[src/rtl/snake_body_engine.sv]
// Snake game core: body segments on a cell grid, key steering with reversal lock, grow, collisions, pixel flags.
// Latency: one move per tick period; head/dir/length/step update the cycle after the move edge; pixel flags lag pos by 1 clk.
// Backpressure: none; keys are level requests, grow/restart are single-cycle pulses and are never stalled.
//
// Ports:
//   clk, rst_n            clock, synchronous active-low reset
//   speed_sel             move period = TICK_BASE >> speed_sel clocks (applied at the next wrap)
//   key_right/left/down/up level direction requests, priority right > left > down > up
//   grow, restart         single-cycle pulses: add one segment / reinitialise the game
//   pos_x, pos_y          VGA pixel position
//   head_x, head_y, dir   head cell and committed direction (00 up, 01 down, 10 left, 11 right)
//   length, step, died    active segments, move pulse, dead flag
//   head_pixel, body_pixel registered hit flags for the current pixel
module snake_body_engine #(
  parameter int MAX_LEN    = 16,
  parameter int INIT_LEN   = 3,
  parameter int GRID_W     = 40,
  parameter int GRID_H     = 30,
  parameter int COORD_W    = 6,
  parameter int CELL_SHIFT = 4,
  parameter int TICK_BASE  = 12500000,
  localparam int LEN_W     = $clog2(MAX_LEN + 1)
) (
  input  logic               clk,
  input  logic               rst_n,
  input  logic [2:0]         speed_sel,
  input  logic               key_right,
  input  logic               key_left,
  input  logic               key_down,
  input  logic               key_up,
  input  logic               grow,
  input  logic               restart,
  input  logic [9:0]         pos_x,
  input  logic [9:0]         pos_y,
  output logic [COORD_W-1:0] head_x,
  output logic [COORD_W-1:0] head_y,
  output logic [1:0]         dir,
  output logic [LEN_W-1:0]   length,
  output logic               step,
  output logic               died,
  output logic               head_pixel,
  output logic               body_pixel
);

  localparam int CNT_W = $clog2(TICK_BASE + 1);
  localparam logic [1:0] DIR_UP    = 2'b00;
  localparam logic [1:0] DIR_DOWN  = 2'b01;
  localparam logic [1:0] DIR_LEFT  = 2'b10;
  localparam logic [1:0] DIR_RIGHT = 2'b11;

  typedef enum logic [1:0] {S_IDLE, S_RUN, S_DEAD} state_t;
  state_t state_q, state_d;

  logic [COORD_W-1:0] seg_x [MAX_LEN];
  logic [COORD_W-1:0] seg_y [MAX_LEN];
  logic [1:0]         dir_q, next_dir_q;
  logic [LEN_W-1:0]   len_q;
  logic [CNT_W-1:0]   tick_q, period_q, period_new;
  logic               grow_pend_q, step_q, head_pix_q, body_pix_q;

  logic               key_any, key_ok, wrap, growing, wall, self_hit, do_move;
  logic [1:0]         key_dir, lock_ref;
  logic [COORD_W-1:0] nh_x, nh_y;
  logic [9:0]         cell_x, cell_y;
  logic               head_pix_d, body_pix_d;
  int                 hit_lim;

  // Period of zero (large speed_sel, small base) would never wrap; clamp to one clock.
  always_comb begin
    period_new = CNT_W'(TICK_BASE >> speed_sel);
    if (period_new == '0) period_new = CNT_W'(1);
  end

  assign wrap = (state_q == S_RUN) && (tick_q == period_q - CNT_W'(1));

  // On the wrap cycle next_dir becomes the committed dir, so the lock must look at it,
  // otherwise a key arriving that cycle could reverse the freshly committed heading.
  always_comb begin
    key_any  = key_right | key_left | key_down | key_up;
    key_dir  = key_right ? DIR_RIGHT : key_left ? DIR_LEFT : key_down ? DIR_DOWN : DIR_UP;
    lock_ref = wrap ? next_dir_q : dir_q;
    key_ok   = key_any && (key_dir != (lock_ref ^ 2'b01));
  end

  // Candidate head; wall is detected before the coordinate would leave the grid.
  always_comb begin
    nh_x = seg_x[0];
    nh_y = seg_y[0];
    wall = 1'b0;
    case (next_dir_q)
      DIR_UP:    begin wall = (seg_y[0] == '0);                     nh_y = seg_y[0] - COORD_W'(1); end
      DIR_DOWN:  begin wall = (seg_y[0] == COORD_W'(GRID_H - 1));   nh_y = seg_y[0] + COORD_W'(1); end
      DIR_LEFT:  begin wall = (seg_x[0] == '0);                     nh_x = seg_x[0] - COORD_W'(1); end
      default:   begin wall = (seg_x[0] == COORD_W'(GRID_W - 1));   nh_x = seg_x[0] + COORD_W'(1); end
    endcase
  end

  // The tail cell vacates on a plain move, so it only counts as an obstacle when growing.
  // Growth at MAX_LEN does not happen, so the tail still vacates there.
  always_comb begin
    growing  = grow_pend_q && (len_q < LEN_W'(MAX_LEN));
    hit_lim  = int'(len_q) - 2 + (growing ? 1 : 0);
    self_hit = 1'b0;
    for (int i = 1; i < MAX_LEN; i++) begin
      if (i <= hit_lim && seg_x[i] == nh_x && seg_y[i] == nh_y) self_hit = 1'b1;
    end
  end

  always_comb begin
    state_d = state_q;
    do_move = 1'b0;
    case (state_q)
      S_IDLE: if (key_any) state_d = S_RUN;
      S_RUN: begin
        if (wrap) begin
          if (wall || self_hit) state_d = S_DEAD;
          else                  do_move = 1'b1;
        end
      end
      default: state_d = state_q;  // DEAD leaves only through restart
    endcase
  end

  always_comb begin
    cell_x     = pos_x >> CELL_SHIFT;
    cell_y     = pos_y >> CELL_SHIFT;
    head_pix_d = (cell_x == 10'(seg_x[0])) && (cell_y == 10'(seg_y[0]));
    body_pix_d = 1'b0;
    for (int i = 1; i < MAX_LEN; i++) begin
      if (i < int'(len_q) && cell_x == 10'(seg_x[i]) && cell_y == 10'(seg_y[i])) body_pix_d = 1'b1;
    end
  end

  always_ff @(posedge clk) begin
    if (!rst_n || restart) begin
      state_q <= S_IDLE;
      for (int i = 0; i < MAX_LEN; i++) begin
        seg_x[i] <= COORD_W'(GRID_W / 2 - ((i < INIT_LEN) ? i : INIT_LEN - 1));
        seg_y[i] <= COORD_W'(GRID_H / 2);
      end
      dir_q       <= DIR_RIGHT;
      next_dir_q  <= DIR_RIGHT;
      len_q       <= LEN_W'(INIT_LEN);
      tick_q      <= '0;
      period_q    <= period_new;
      grow_pend_q <= 1'b0;
      step_q      <= 1'b0;
      head_pix_q  <= 1'b0;
      body_pix_q  <= 1'b0;
    end else begin
      state_q    <= state_d;
      step_q     <= do_move;
      head_pix_q <= head_pix_d;
      body_pix_q <= body_pix_d;

      if (state_q != S_RUN || wrap) period_q <= period_new;
      if (state_q == S_RUN) tick_q <= wrap ? '0 : tick_q + CNT_W'(1);

      if (state_q != S_DEAD && key_ok) next_dir_q <= key_dir;

      if (do_move)                          grow_pend_q <= grow;
      else if (grow && state_q != S_DEAD)   grow_pend_q <= 1'b1;

      if (do_move) begin
        for (int i = 1; i < MAX_LEN; i++) begin
          seg_x[i] <= seg_x[i-1];
          seg_y[i] <= seg_y[i-1];
        end
        seg_x[0] <= nh_x;
        seg_y[0] <= nh_y;
        dir_q    <= next_dir_q;
        if (growing) len_q <= len_q + LEN_W'(1);
      end
    end
  end

  assign head_x     = seg_x[0];
  assign head_y     = seg_y[0];
  assign dir        = dir_q;
  assign length     = len_q;
  assign step       = step_q;
  assign died       = (state_q == S_DEAD);
  assign head_pixel = head_pix_q;
  assign body_pixel = body_pix_q;

endmodule

[config.mk]
export PLATFORM = sky130hd
export DESIGN_NAME = snake_body_engine
export DESIGN_NICKNAME = d
export VERILOG_FILES = /design/src/rtl/snake_body_engine.sv
export SDC_FILE = /design/constraint.sdc
export NUM_CORES = 1
export LEC_CHECK = 0
export ABC_AREA = 1
export CORE_AREA = 3 3 169 171
export DETAILED_ROUTE_END_ITERATION = 8
export DIE_AREA = 0 0 172 174
export GPL_TIMING_DRIVEN = 0
export MAX_ROUTING_LAYER = met4
export PLACE_DENSITY_LB_ADDON = 0.08
export SETUP_SLACK_MARGIN = 0.5
export SLEW_MARGIN = 20
export SYNTH_ARGS = -nofsm -noshare
export SYNTH_HDL_FRONTEND = slang
export SYNTH_SLANG_ARGS = --single-unit
[constraint.sdc]
create_clock -name clk -period 5.4 [get_ports clk]
set_input_delay 1.08 -clock clk [delete_from_list [all_inputs] [get_ports clk]]
set_output_delay 1.08 -clock clk [all_outputs]
set_load 0.005 [all_outputs]
* Word level (Yosys, flattened, before mapping)
Memories as Yosys holds them, arrays and structs flattened.
Cells that the tools add are included.
** Word-level totals
- Flip-flop bits (word level) :: 63
- Memory bits (writable) :: 192
- Input bits :: 31
- Memories kept :: 2
** Cells by class
- $add $sub $neg :: 9
- Order comparisons :: 31
- Equal/unequal tests :: 75
- Shift-type cells :: 1
- Mux-type cells :: 88
- Bitwise operators :: 36
- Reductions and logical operators :: 81
** Memories
- seg_x :: words 16, bits a word 6, read ports 16, clocked after Yosys merged registers in 0, write ports 16, RTL line 54 : logic [COORD_W-1:0] seg_x [MAX_LEN];
- seg_y :: words 16, bits a word 6, read ports 16, clocked after Yosys merged registers in 0, write ports 16, RTL line 55 : logic [COORD_W-1:0] seg_y [MAX_LEN];
** Operator list (count)
- equality test 6 bit :: 62
- 2-to-1 mux 6 bit :: 32
- 2-to-1 mux 24 bit :: 4
- logical AND 1 bit :: 66
- <= comparator 5 x 7 -> 1 bit (first input constant) :: 8
- 2-to-1 mux 1 bit :: 42
- < comparator 4 x 5 -> 1 bit (first input constant) :: 8
- OR 1 bit :: 35
- <= comparator 4 x 7 -> 1 bit (first input constant) :: 4
- adder 24 x 1 -> 24 bit (second input constant) :: 1
- equality test 24 bit :: 1
- zero test 24 bit :: 1
- one-hot mux 6 bit (2 select lines) :: 2
- >> shifter 24 x 3 -> 24 bit (first input constant) :: 1
- subtractor 24 x 1 -> 24 bit (second input constant) :: 1
- < comparator 3 x 5 -> 1 bit (first input constant) :: 4
- <= comparator 3 x 7 -> 1 bit (first input constant) :: 2
- adder 6 x 1 -> 6 bit (second input constant) :: 2
- zero test 6 bit :: 2
- 2-to-1 mux 2 bit :: 6
- subtractor 6 x 1 -> 6 bit (second input constant) :: 2
- < comparator 2 x 5 -> 1 bit (first input constant) :: 2
- != test 2 bit (second input constant) :: 4
- adder 6 x 2 -> 7 bit :: 1
- other kinds (21) :: 28

* Logic depth before layout (Yosys ltp)
- Word-level depth :: 30
- Mapped depth :: 32
- Mapped depth without buffers :: 30

* Worst setup path before layout
OpenSTA, ideal clock, no wires.
- Path kind :: register to register
- Start :: register len_q[4] (netlist: length[4])
- End :: memory seg_x[0][0] (enable)
- Setup time :: 0.385 ns
- Data arrival time :: 3.739 ns
- Required time :: 5.015 ns
- Slack :: 1.276 ns
- Cell stages (with the launch flop) :: 31
- Buffers on the path :: 3
- Clock period less this slack :: 4.124 ns
- Cell sequence :: dfxtp_1 clkbuf_1 nor2_1 ha_1 ha_1 inv_1 nor2_1 nand2_1 inv_1 nand2_1 nand2_1 inv_1 nor2_1 ha_1 inv_1 nor3_1 inv_1 nor2_1 a21oi_1 a21oi_1 nand2_1 nor2_1 nand3_1 nand2_1 nor2_1 nand3_2 nor2_8 nand2_2 nand2_1 buf_4 buf_6
** RTL lines
- start, declared :: RTL line 57 : logic [LEN_W-1:0] len_q;
- start signal, assigned :: RTL line 143 : len_q <= LEN_W'(INIT_LEN);
- start signal, assigned :: RTL line 172 : if (growing) len_q <= len_q + LEN_W'(1);
- end, declared :: RTL line 54

==> results.cfg <==
[run_status]
status = finished, final reports clean

[timing]
min_period_over_period_pct = 91.0
fmax_mhz = 204
timing.final.ws_setup_ns = 0.486
finClkSkew_ns = 0.0181
tightest_slew_ns = 1.18
hold_viol_final = 0
fin_crit_ns = 4.91
relSlewSlack_pct = 21.4
rsz0062_at_grt = true
setup_tns_ns = 0
slew_violations = 0
finalSetupViolCount = 0

[synth]
synth.area.top_cells = edfxtp_1 (25%), dfxtp_1 (13%), nand2_1 (13%), xor2_1 (7.4%), inv_1 (7.2%)
synth.distinct_cells = 57
ys_async_sr_fraction_pct = 0
yosysWarnings = 0
ys_seq_area_share_pct = 38.5
syn_inst = 2317
synth.cell_area_um2 = 17000
avgSynthCellArea_um2 = 7.33
dominantRegCellSynth = edfxtp_1
yosys_register_bits = 255
synth_nets = 2366
synth_area_leader_cell = edfxtp_1
yosysTopAreaCellShare_pct = 25.5
synth-edff-count = 144

[worst_setup_path]
startpoint = next_dir_q[1]
r2r-start = next_dir_q[1]
crit_top_cell = nor2_1
critPathCapture = seg_x[0][17]
cp.required_ns = 5.75
worstSetupPathType = reg -> reg
path_cells = inv_2 -> nand2_2 -> ha_1 -> a21oi_1 -> nand2_1 -> nand2_1 -> nand3_2 -> nand2_4 -> buf_4 -> xor2_1 -> nor2_1 -> nand3_1 -> nor2_1 -> nand3_1 -> nand2_1 -> nor2_1 -> nand2_2 -> nor2_8 -> nand3_4 -> buf_2 -> clkbuf_4 -> nor2_1
cpMaxStageDelayCell = ha_1
r2r_cells = 22
reg2reg_to = seg_x[0][17]
cp_max_fo = 10
arrival_ns = 5.26
start_kind = flop
rrSetupSlack_ns = 0.49
critPathCaptureType = flop
critPathMaxStageDelay_ns = 0.39

[routing]
wl_per_cell_um = 25.0
ant_nets = 0
post-route-drc-count = 0
vias = 17500
wl_um = 68900
drt_iter0_markers = 2947
vias_per_cell = 6.34
drtPass1Iterations = 6

[cts]
htreeDepth = 1
clock_latency_ns = 0.59
clk_pin_slew_worst_paths_ns = 0.06
cts_buffers = 30
clk_path_buf_depth = 3
cts_root_buffer = clkbuf_16
cts_tree = built
cts_sinks = 255
postCtsHoldBufs = 0
post_cts_buffers = 0

[place]
gp_congestion = 1.11
placed_cells = 2691
io_buffers = 33
preCtsSetupSlack_ns = -0.471
dp_hpwl_um = 50000

[final_layout]
post-route-util_pct = 69.9
mostFrequentLayoutCells = nand2_1 (563), inv_1 (328), nor2_1 (233)
final_common_cell = nand2_1
nets = 2432
final_layout_size_suffix_gt1_share_pct = 6.44
stdcell_count = 2754
area_growth_pct = 11.3

[global_routing]
globalRoute.totalOverflow = 0
grt_max_degree = 66
antenna_found_initial = 5
track_usage_pct = 46.4
grt_pass1_wl_um = 101000
grt_pass1_vias = 16400

[die]
die_h_um = 174
rows = 60
die_area_um2 = 29900
core_um2 = 27000
start_util_pct = 62.8
io_pins = 54
chipWidth_um = 172

[power_and_ir_drop]
pwr-share-clk_pct = 42.8
pwr-share-comb_pct = 14.4
seqPwrFrac_pct = 42.7
sw_frac_of_total_pct = 29.1
ir_worst_vdd_mv = 0.237
cell_internal_pwr_mw = 3.52
leakage_nw = 8.11
switchingPower_mw = 1.45
power.density_nw_per_um2 = 263

[job]
max_cap_viol_count = 0

[hold_path]
hp-class = reg -> reg
## cell type report
class                      instances  area [um^2]
multi-input combinational       1624         8700
fill                            2277         8120
sequential                       255         6550
inverter                         339         1270
clock buffer                      47          936
buffer                            99          566
tap                              341          427
timing repair buffer              34          358
clock inverter                     9         85.1
antenna                            6         15.0
## critical path, delay by kind of cell, from the launching register on
kind | cells | cell delay, ns
AOI/OAI and AO/OA | 1 | 0.31
xor gates and xnor gates | 1 | 0.19
adders and majority gates | 1 | 0.39
buffers and inverters | 4 | 1.03
DFF | 1 | 0.35
and+or+nand+nor | 15 | 2.35
## synthesized netlist by cell type (5+ instances only)
library cell / n
a221oi_1: 23
buf_1: 11
nand4_1: 48
o21ai_1: 32
o2111ai_1: 6
o211ai_1: 6
nor2_1: 234
nor4_1: 16
o41ai_1: 7
or2_2: 9
edfxtp_1: 144
o22ai_1: 53
buf_4: 24
nor3_1: 21
inv_1: 328
a21oi_1: 29
nand3_1: 198
clkinv_1: 5
dfxtp_1: 111
nand3b_1: 15
nand2_2: 10
buf_2: 22
or2_1: 15
o21ai_0: 59
buf_6: 5
xor2_1: 144
clkbuf_1: 37
inv_2: 6
nand2_1: 568
xnor2_1: 78
ha_1: 17
## metal layers
| layer | up-vias | GRT usage (%) | wire [um] | part of all wire, % |
|---|---|---|---|---|
| met1 | 7983 | 57.3 | 24100 | 35 |
| met5 | - | - | 0 | 0 |
| li1 | 7652 | - | - | - |
| met2 | 1449 | 64.7 | 28200 | 41 |
| met4 | 0 | 28.1 | 5670 | 8.2 |
| met3 | 374 | 16.4 | 10800 | 16 |
## power by group through the flow
| stage | sequential [mW] | clock, mW | combinational, mW |
|---|---|---|---|
| 6_report | 2.12 | 2.13 | 0.718 |
| 5_1_grt | 2.13 | 2.18 | 0.748 |
| 4_1_cts | 2.12 | 2.10 | 0.673 |
| 3_5_place_dp | 2.16 | 0 | 0.659 |
| 3_3_place_gp | 2.16 | 0 | 0.648 |
| 2_1_floorplan | 2.15 | 0 | 0.426 |
## metrics by stage
step           hold slack, ns  instance area, um^2  total power [mW]
2_1_floorplan           0.446                17000              2.58
3_3_place_gp            0.462                17700              2.81
3_5_place_dp            0.470                17700              2.82
4_1_cts                 0.479                18800              4.89
5_1_grt                 0.523                18900              5.06
6_report                0.487                18900              4.97
## how the worst min path moves through the flow
stage / from / end / slack, ns / depth (start not counted)
floorplan: grow_pend_q / grow_pend_q / 0.45 / 2
global route: state_q[1] / state_q[1] / 0.52 / 2
global placement: state_q[1] / state_q[1] / 0.46 / 2
detailed placement: state_q[1] / state_q[1] / 0.47 / 2
finish: state_q[1] / state_q[1] / 0.49 / 2
CTS: state_q[1] / state_q[1] / 0.48 / 2
## state kept, by name, indices dropped and copies added, names as in the netlist
register     cells
step             1
tick_q          24
grow_pend_q      1
dir              2
length           5
next_dir_q       2
seg_x           96
period_q        24
body_pixel       1
head_pixel       1
state_q          2
seg_y           96
## cell families (layout without fill, tap and decap cells)
logic type               Yosys count  in the layout  share of synthesized area [%]
AND/OR/NAND/NOR                 1150           1150                           29.4
buffers and inverters            438            528                           10.6
flip-flops                       255            255                           38.5
AO/OA/AOI/OAI                    232            232                           8.45
XOR/XNOR                         224            224                           11.7
adder cells (fa/ha/maj)           18             18                           1.37
other                              0              6                              0
## what timing repair did
action                                  4_1_cts  5_1_grt
resized for setup                            11       18
endpoints found under the setup margin      316      308
cloned                                        1        0
hold endpoints to repair                      0        0
Power figures use the tool's default switching activity.
